===== config.mk =====
export PLATFORM = sky130hd
export DESIGN_NAME = sram512_fifo_ctrl
export DESIGN_NICKNAME = d
export VERILOG_FILES = /design/src/rtl/sram512_fifo_ctrl.sv
export SDC_FILE = /design/constraint.sdc
export NUM_CORES = 1
export LEC_CHECK = 0
export CORE_MARGIN = 5
export CORE_UTILIZATION = 25
export CTS_CLUSTER_SIZE = 8
export DETAILED_ROUTE_END_ITERATION = 7
export HOLD_SLACK_MARGIN = 0.08
export PLACE_DENSITY_LB_ADDON = 0.2
export REMOVE_ABC_BUFFERS = 1
export SKIP_LAST_GASP = 1
export SYNTH_ARGS = -nofsm -noshare
export SYNTH_HDL_FRONTEND = slang
export SYNTH_SLANG_ARGS = --single-unit

===== constraint.sdc =====
create_clock -name clk -period 3.3 [get_ports clk]
set_input_delay 0.495 -clock clk [delete_from_list [all_inputs] [get_ports clk]]
set_output_delay 0.495 -clock clk [all_outputs]
set_load 0.05 [all_outputs]

===== src/rtl/sram512_fifo_ctrl.sv =====
// Byte FIFO sequencer for an external 512x8 dual-port synchronous SRAM.
// Port A writes at wr_ptr, port B reads at rd_ptr; read data arrives one cycle after an accepted pop.
module sram512_fifo_ctrl #(
  parameter int ADDR_W       = 9,
  parameter int DATA_W       = 8,
  parameter int AFULL_LEVEL  = 448,
  parameter int AEMPTY_LEVEL = 64
) (
  input  logic              clk,
  input  logic              reset_n,
  input  logic              flush,
  input  logic              push,
  input  logic [DATA_W-1:0] push_data,
  input  logic              pop,
  output logic [DATA_W-1:0] pop_data,
  output logic              pop_valid,
  output logic [ADDR_W:0]   count,
  output logic              full,
  output logic              empty,
  output logic              almost_full,
  output logic              almost_empty,
  output logic              overflow,
  output logic              underflow,
  output logic              mem_wea,
  output logic [ADDR_W-1:0] mem_addra,
  output logic [DATA_W-1:0] mem_dina,
  output logic              mem_reb,
  output logic [ADDR_W-1:0] mem_addrb,
  input  logic [DATA_W-1:0] mem_doutb
);

  localparam int              DEPTH      = 1 << ADDR_W;
  localparam logic [ADDR_W:0] FULL_CNT   = (ADDR_W + 1)'(DEPTH);
  localparam logic [ADDR_W:0] AFULL_CNT  = (ADDR_W + 1)'(AFULL_LEVEL);
  localparam logic [ADDR_W:0] AEMPTY_CNT = (ADDR_W + 1)'(AEMPTY_LEVEL);
  localparam logic [ADDR_W:0] CNT_ONE    = (ADDR_W + 1)'(1);
  localparam logic [ADDR_W-1:0] PTR_ONE  = ADDR_W'(1);

  logic [ADDR_W-1:0] wr_ptr;
  logic [ADDR_W-1:0] rd_ptr;
  logic              clear;
  logic              pop_acc;
  logic              push_acc;

  assign clear = ~reset_n | flush;

  // A push into a full FIFO is legal only alongside an accepted pop; the
  // SRAM is read-before-write, so the shared address returns the old byte.
  assign pop_acc  = pop & ~empty & ~clear;
  assign push_acc = push & (~full | pop_acc) & ~clear;

  assign mem_wea   = push_acc;
  assign mem_addra = wr_ptr;
  assign mem_dina  = push_data;
  assign mem_reb   = pop_acc;
  assign mem_addrb = rd_ptr;
  assign pop_data  = mem_doutb;

  // Status flags come from the registered count, so they lag the operation by one cycle.
  assign full         = (count == FULL_CNT);
  assign empty        = (count == '0);
  assign almost_full  = (count >= AFULL_CNT);
  assign almost_empty = (count <= AEMPTY_CNT);

  // NOTE: all state below uses non-blocking assignments so every register
  // samples pre-edge values regardless of statement order.
  always_ff @(posedge clk) begin
    if (clear) begin
      wr_ptr    <= '0;
      rd_ptr    <= '0;
      count     <= '0;
      pop_valid <= 1'b0;
      overflow  <= 1'b0;
      underflow <= 1'b0;
    end else begin
      if (push_acc) wr_ptr <= wr_ptr + PTR_ONE;
      if (pop_acc)  rd_ptr <= rd_ptr + PTR_ONE;
      case ({push_acc, pop_acc})
        2'b10:   count <= count + CNT_ONE;
        2'b01:   count <= count - CNT_ONE;
        default: count <= count;
      endcase
      pop_valid <= pop_acc;
      if (push & ~push_acc) overflow  <= 1'b1;
      if (pop & ~pop_acc)   underflow <= 1'b1;
    end
  end

endmodule


After elaboration in Yosys (flattened, before gate mapping)
Cells that the tools add are included.

storage, ports and cells
  register bits = 31
  input port bits = 21
  word-level logic and storage cells = 32

operators by class
  add/sub/neg operators = 4
  order comparisons = 2
  eq/ne operators = 3
  multiplexer cells = 1
  bitwise operators = 14
  reduce and logical (&&, ||, !) cells = 2

operator list
  cell                                                                    number
  10-bit one-hot mux with 2 select lines                                  1
  9-bit by 1-bit adder with 9-bit output, second input constant           2
  10-bit by 1-bit adder with 10-bit output, second input constant         1
  10-bit == test, second input constant                                   1
  10-bit by 9-bit >= comparator with 1-bit output, second input constant  1
  10-bit by 7-bit <= comparator with 1-bit output, second input constant  1
  10-bit zero test                                                        1
  10-bit by 1-bit subtractor with 10-bit output, second input constant    1
  1-bit bitwise AND                                                       6
  1-bit NOT                                                               6
  2-bit by 1-bit == test with 1-bit output, second input constant         1
  2-bit == test, second input constant                                    1
  1-bit OR                                                                2
  2-bit nonzero test                                                      1

Longest topological paths before layout
Gate-level depths: netlist of run 1.

  depth in word-level cells = 9
  depth in mapped cells = 12

Worst setup path before layout of run 1
No wires, ideal clock.

  kind = register to register
  start point = register count[0]
  end point = register count[9]
  arrival = 3.923 ns
  slack = -0.693 ns
  cell stages (with the launch flop) = 13
  period minus slack after synthesis = 3.993 ns
  cell sequence = dfxtp_1 nor2_1 a41o_1 buf_6 nor2_1 ha_1 ha_1 and3_1 o2bb2ai_1 o41ai_2 xor2_1 or3_1 a21oi_1

on the way
  cells in the longest elaborated chain, start to end = 9
  elaborated cells between the ends (all ways) = 15
  classes of those cells = add/sub (2); eq/ne (3); mux (1); bitwise (7); reduce/logical (2)

ends and longest elaborated chain
  element                                                                              RTL line  text
  start: declaration                                                                   17        output logic [ADDR_W:0] count,
  start signal: assignment                                                             79        2'b10: count <= count + CNT_ONE;
  start signal: assignment                                                             80        2'b01: count <= count - CNT_ONE;
  start signal: assignment                                                             81        default: count <= count;
  10-bit zero test (*)                                                                 61        assign empty = (count == '0);
  1-bit NOT (*)                                                                        49        assign pop_acc = pop & ~empty & ~clear;
  1-bit bitwise AND (*) (2 in a row)                                                   49
  named net mem_reb                                                                    27        output logic mem_reb,
  1-bit OR                                                                             50        assign push_acc = push & (~full | pop_acc) & ~clear;
  1-bit bitwise AND (2 in a row)                                                       50
  2-bit by 1-bit == test with 1-bit output / 2-bit == test (equally long branches)     78        case ({push_acc, pop_acc})
  10-bit one-hot mux with 2 select lines / 2-bit nonzero test (equally long branches)  n/a

The timed path passes the listed nets; every way through them passes the cells marked *.
A chain may end at the register's enable or synchronous reset.

Final worst setup path of run 1
  start point = input reset_n
  end point = register count[8]

on the way
  cells in the longest elaborated chain, start to end = 9
  elaborated cells between the ends (all ways) = 11
  classes of those cells = eq/ne (2); mux (1); bitwise (7); reduce/logical (1)

ends and longest elaborated chain
  element                                                                              RTL line  text
  start: declaration                                                                   10        input logic reset_n,
  1-bit NOT (*)                                                                        45        assign clear = ~reset_n | flush;
  1-bit OR (*)                                                                         45
  1-bit NOT                                                                            49, 50
  1-bit bitwise AND                                                                    49
  1-bit OR                                                                             50
  1-bit bitwise AND (2 in a row)                                                       50
  2-bit by 1-bit == test with 1-bit output / 2-bit == test (equally long branches)     78
  10-bit one-hot mux with 2 select lines / 2-bit nonzero test (equally long branches)  n/a

Every way passes the cells marked *; elsewhere a longest branch is shown, timed or not.

==> impl_metrics.tcl, run 1 <==
set metrics [dict create \
    outcome "completed" \
    grt_usage_pct 10.7 \
    area_delta_synth_final_pct 39.7 \
    wl_per_cell_um 13.6 \
    path_clk_slew_ns 0.07 \
    dp_hpwl_um 3970 \
    cts_tree "done" \
    ys.flop_type "dfxtp_1" \
    antenna_cells 0 \
    antenna_found_initial 0 \
    powerDensity_nw_per_um2 296 \
    core_area_um2 7290 \
    drc 0 \
    ctsRootBufferMaster "clkbuf_8" \
    start_util_pct 25.9 \
    layout-drive-gt1-share_pct 19.4 \
    hp-class "register to register" \
    min_period_ns 3.11 \
    final_area_um2 2640 \
    ioPinCount 74 \
    drtIter0Drc 62 \
    die-width_um 97.0 \
    yosysUniqueCellTypes 42 \
    grt_first_pass_wirelength_um 8290 \
    drtPass1Iterations 4 \
    p_leak_nw 1.07 \
    slew_viol_final 0 \
    htreeDepth 2 \
    avgSynthCellArea_um2 8.55 \
    syn_area_um2 1890 \
    synth_edf_count 0 \
    synth_seq_cells 31 \
    nets 311 \
    grt_max_degree 17 \
    finalCritPeriodShare_pct 94.3 \
    critical_path.max_stage_delay_ns 0.52 \
    n_fill_cell 820 \
    drtAntennaViolNets 0 \
    crit_path_end_kind "register" \
    numCtsBuffers 5 \
    grt_pass1_vias 1666 \
    finalClockSkew_ns 0.00681 \
    synth_sequential_area_ratio_pct 32.8 \
    cts_sinks 31 \
    routed_wl_um 5140 \
    crit_slowest_cell "clkdlybuf4s50_1" \
    drv_cap 0 \
    grt-ovfl-total 0 \
    hold_viol_final 0 \
    clock.fmax_mhz 321 \
    path_cells "clkdlybuf4s50_1 > nand2b_4 > nor2_2 > o21ai_4 > or2_1 > ha_4 > buf_4 > fa_1 > a21o_1 > a21oi_2 > o21ai_1 > a31oi_1 > xnor2_1 > o211a_1" \
    worstSetupPathType "primary input to register" \
    num_rows 31 \
    via_per_inst 4.45 \
    clock_path_buffers 2 \
    rsz0062_at_grt "no" \
    vias 1677 \
    crit_arrival_ns 3.29 \
    clk-insertion-delay-late_ns 0.28 \
    dpl_cell_area_um2 2530 \
    portBuffers 41 \
    async_flop_share_pct 0 \
    gp_congestion 0.770 \
    final_core_util_pct 36.2 \
    ys.warnings.count 0 \
    postSynthCellCount 221 \
    maxSlewHeadroom_pct 65.6 \
    dieArea_um2 9400 \
    required_ns 3.48 \
    crit_path_max_fanout 8 \
    ir_worst_vdd_mv 0.109 \
    finalSetupViolations 0 \
    critPathLaunchType "primary input" \
    die_h_um 97.0 \
    worst_slew_pin_slew_ns 0.515 \
]
## logic make-up after synthesis
group	Yosys count	share of synthesized area, %
XOR/XNOR	23	10.7
buffers and inverters	31	9.73
flip-flops	31	32.8
AND/OR/NAND/NOR	87	24.2
adder cells (fa/ha/maj)	12	8.34
multiplexers	4	2.12
AO/OA/AOI/OAI	33	12.1
## state kept, by name, summed over array words and instances, names as in the netlist
signal and count:
count 10, mem_addra 9, mem_addrb 9, overflow 1, pop_valid 1, underflow 1
## worst max-delay path: cells and delay by family
kind / cells / cell delay (ns)
fa+ha+maj: 2 / 0.59
buf+inv: 2 / 0.67
xor+xnor: 1 / 0.09
simple gates: 3 / 0.50
compound gates: 6 / 0.96
## power by group
group | leakage, nW | internal, mW | switching [mW]
Clock | 0.0470 | 0.164 | 0.146
Combinational | 0.776 | 0.0372 | 0.0535
Sequential | 0.250 | 0.377 | 0.00318
Total | 1.07 | 0.578 | 0.203
## timing repair
| item | 4_1_cts | 5_1_grt |
|---|---|---|
| setup buffers | 0 | 0 |
| setup endpoints to repair | 1 | 3 |
| gates resized for setup | 1 | 4 |
| endpoints found under the hold margin | 0 | 0 |
| pin swaps | 0 | 2 |
| hold buffers | 0 | 0 |
## final cells by class
| type | instances | area (µm²) | area share [%] |
|---|---|---|---|
| Clock buffer | 6 | 82.6 | 3.13 |
| Clock inverter | 1 | 5.00 | 0.189 |
| Inverter | 9 | 33.8 | 1.28 |
| Multi-Input combinational cell | 159 | 1110 | 42.1 |
| Sequential cell | 31 | 621 | 23.5 |
| Tap cell | 99 | 124 | 4.69 |
| Timing Repair Buffer | 72 | 663 | 25.1 |
## path summary, 6_finish.rpt
path                                 from         to  slack [ns]  depth (start not counted)
worst max register to register   count[2]   count[9]        0.24                         12
worst min register to register  underflow  underflow        0.47                          2
worst min-delay path            underflow  underflow        0.47                          2
worst max-delay path              reset_n   count[8]        0.19                         14
## placed cells by master (no fill, tap or decap), drive strengths merged, types with 4 or more instances in the layout
cell | Yosys | routed
clkdlybuf4s50 | 0 | 39
nor2 | 37 | 37
buf | 17 | 33
dfxtp | 31 | 31
xnor2 | 17 | 17
nand2 | 13 | 13
ha | 11 | 11
a21oi | 10 | 10
inv | 9 | 9
nor3 | 9 | 9
o21ai | 9 | 9
nand3 | 7 | 7
xor2 | 6 | 6
clkbuf | 5 | 6
nor4 | 6 | 6
a31oi | 5 | 5
nand2b | 5 | 5
mux2i | 4 | 4
## Yosys cell counts, types with 2 or more instances
library cell	instances	share of area, %
nor2_1	36	7.1
dfxtp_1	31	33
xnor2_1	17	7.9
buf_4	16	6.4
nand2_1	13	2.6
ha_1	11	7.3
a21oi_1	9	2.4
inv_1	9	1.8
nand3_1	7	1.9
nor3_1	7	1.9
o21ai_0	6	1.6
xor2_1	6	2.8
a31oi_1	5	1.7
clkbuf_1	5	0.99
nand2b_1	5	1.7
mux2i_1	4	2.1
nor4_1	3	0.99
a21o_1	2	0.79
nor3_2	2	1.1
nor4_4	2	2.3
o211a_1	2	1.1
o21ai_1	2	0.53
or3_1	2	0.66
## per-layer routing
layer | vias to the layer above | track usage (%) | routed length [µm] | share of wire [%]
met1 | 763 | 13.6 | 2500 | 49
met2 | 51 | 16.3 | 2300 | 45
li1 | 859 | - | - | -
met4 | 0 | 3.13 | 41 | 0.80
met5 | - | 0 | 0 | 0
met3 | 4 | 4.82 | 305 | 5.9
## through the flow
step	TNS, ns	power, mW	worst slack, ns	hold WS (ns)	cells
4_1_cts	0	0.797	0.0965	0.478	377
2_1_floorplan	-3.93	0.437	-0.722	0.636	199
5_1_grt	0	0.815	0.0552	0.491	377
3_3_place_gp	-0.693	0.478	-0.187	0.451	370
3_5_place_dp	-1.08	0.477	-0.295	0.461	370
6_report	0	0.781	0.187	0.475	377
Power figures use the tool's default switching activity.
==> run 2: changes to the inputs <==
--- a/config.mk
+++ b/config.mk
@@ -10,7 +10,6 @@
 export CTS_CLUSTER_SIZE = 8
 export DETAILED_ROUTE_END_ITERATION = 7
 export HOLD_SLACK_MARGIN = 0.08
-export PLACE_DENSITY_LB_ADDON = 0.2
 export REMOVE_ABC_BUFFERS = 1
 export SKIP_LAST_GASP = 1
 export SYNTH_ARGS = -nofsm -noshare
==> impl_metrics.tcl, run 2 (same netlist as run 1, synthesis figures left out) <==
set metrics [dict create \
    outcome "completed" \
    crit_arrival_ns 3.37 \
    numCtsBuffers 5 \
    path_clk_slew_ns 0.07 \
    layout_commonest_cell "clkdlybuf4s50_1" \
    min_period_ns 3.16 \
    start_util_pct 25.9 \
    crit_path_max_fanout 9 \
    finalNonFillerCells 376 \
    dieArea_um2 9400 \
    drtIter0Drc 51 \
    dpl.cell_count 367 \
    layout-drive-gt1-share_pct 18.1 \
    antenna_cells 0 \
    grt_first_pass_wirelength_um 8300 \
    cts_tree "done" \
    clock.fmax_mhz 317 \
    r2r_end "count[9]" \
    regMostFlops "count" \
    hp-class "register to register" \
    final.setup.tns_ns 0 \
    nets 309 \
    maxSlewHeadroom_pct 65.4 \
    wl_per_cell_um 12.8 \
    crit_path_end_kind "register" \
    ir_worst_vdd_mv 0.125 \
    drc 0 \
    dp_hpwl_um 3750 \
    ctsRootBufferMaster "clkbuf_8" \
    cts_hold_buf 0 \
    antenna_found_initial 0 \
    die-width_um 97.0 \
    finalSetupViolations 0 \
    ff2ff_setup_slack_ns 0.18 \
    worst_slew_pin_slew_ns 0.517 \
    die_h_um 97.0 \
    area_delta_synth_final_pct 39.8 \
    clk-insertion-delay-late_ns 0.28 \
    p_leak_nw 1.07 \
    layout.cells.most_common_list "39 x clkdlybuf4s50_1, 36 x nor2_1, 31 x dfxtp_1" \
    core_area_um2 7290 \
    grt_max_degree 22 \
    grt_pass1_vias 1679 \
    worstRegToRegCells 12 \
    htreeDepth 2 \
    finalClockSkew_ns 0.00518 \
    routed_wl_um 4830 \
    finalCritPeriodShare_pct 95.7 \
    drv_cap 0 \
    crit_start "flush" \
    drtPass1Iterations 4 \
    grt_usage_pct 10.6 \
    largest_reg_flops 10 \
    ioPinCount 74 \
    num_rows 31 \
    critPathLaunchType "primary input" \
    drtAntennaViolNets 0 \
    cts_sinks 31 \
    worstSetupPathType "primary input to register" \
    vias 1676 \
    portBuffers 41 \
    hold_viol_final 0 \
    slew_viol_final 0 \
    r2r-start "count[5]" \
    endpoint "count[9]" \
    clock_path_buffers 2 \
    via_per_inst 4.46 \
    grt-ovfl-total 0 \
    required_ns 3.51 \
    gp_congestion 0.799 \
    powerDensity_nw_per_um2 326 \
]
-- run 2: layout make-up --
class / count / area, µm²
Clock buffer: 6 / 82.6
Clock inverter: 2 / 35.0
Fill cell: 780 / 4650
Inverter: 9 / 33.8
Multi-Input combinational cell: 159 / 1100
Sequential cell: 31 / 621
Tap cell: 99 / 124
Timing Repair Buffer: 70 / 648
-- run 2: through the flow --
step / util [%] / hold WS (ns) / worst slack, ns / cell area (µm²) / total power, mW
after floorplan: - / 0.636 / -0.722 / 1740 / 0.437
after global placement: 34.4 / 0.453 / -0.191 / 2500 / 0.474
after detailed placement: 34.4 / 0.462 / -0.260 / 2500 / 0.474
after CTS: 36.0 / 0.480 / 0.0730 / 2630 / 0.877
after global routing: 36.2 / 0.506 / -0.0563 / 2640 / 0.898
final: 36.2 / 0.472 / 0.141 / 2640 / 0.860
-- run 2: worst min path at each step --
stage                 to  cells past startpoint       from
6_report       underflow                      2  underflow
5_1_grt        underflow                      2  underflow
4_1_cts        underflow                      2  underflow
3_5_place_dp   underflow                      2  underflow
3_3_place_gp   underflow                      2  underflow
2_1_floorplan  underflow                      2        pop
-- run 2: report_power, final --
part           internal [mW]  leakage, nW  switching [mW]  total [mW]
Combinational         0.0346        0.761          0.0511      0.0858
Sequential             0.377        0.250         0.00377       0.381
Clock                  0.244       0.0612           0.149       0.394
Total                  0.656         1.07           0.204       0.860
-- run 2: worst max-delay path, cell delays in order --
cell	delay [ns]
clkdlybuf4s50_1	0.41
nand2b_1	0.20
nor2_2	0.17
o21ai_4	0.06
or2_1	0.26
ha_4	0.22
ha_1	0.32
and3_1	0.18
o2bb2ai_1	0.14
o41ai_2	0.31
xor2_1	0.12
or3_1	0.32
a21oi_1	0.15
-- run 2: what timing repair did --
action / in CTS / in global routing
pin swaps: 0 / 1
setup buffers: 0 / 1
setup endpoints to repair: 1 / 3
cloned: 0 / 0
resized for setup: 1 / 1
-- run 2: layer usage --
layer  up-vias  wire (µm)  track usage, %
li1        851          -               -
met1       772       2350            13.6
met2        51       2110            15.4
met3         2        340            5.04
met4         0         36            3.24
met5         -          0            1.65
==> run 3: changes to the inputs <==
--- a/config.mk
+++ b/config.mk
@@ -7,6 +7,7 @@
 export LEC_CHECK = 0
 export CORE_MARGIN = 5
 export CORE_UTILIZATION = 25
+export CTS_BUF_LIST = sky130_fd_sc_hd__clkbuf_8
 export CTS_CLUSTER_SIZE = 8
 export DETAILED_ROUTE_END_ITERATION = 7
 export HOLD_SLACK_MARGIN = 0.08
==> results of run 3 <==
Same layout as run 2: the final DEF is identical, and so are final timing and power.
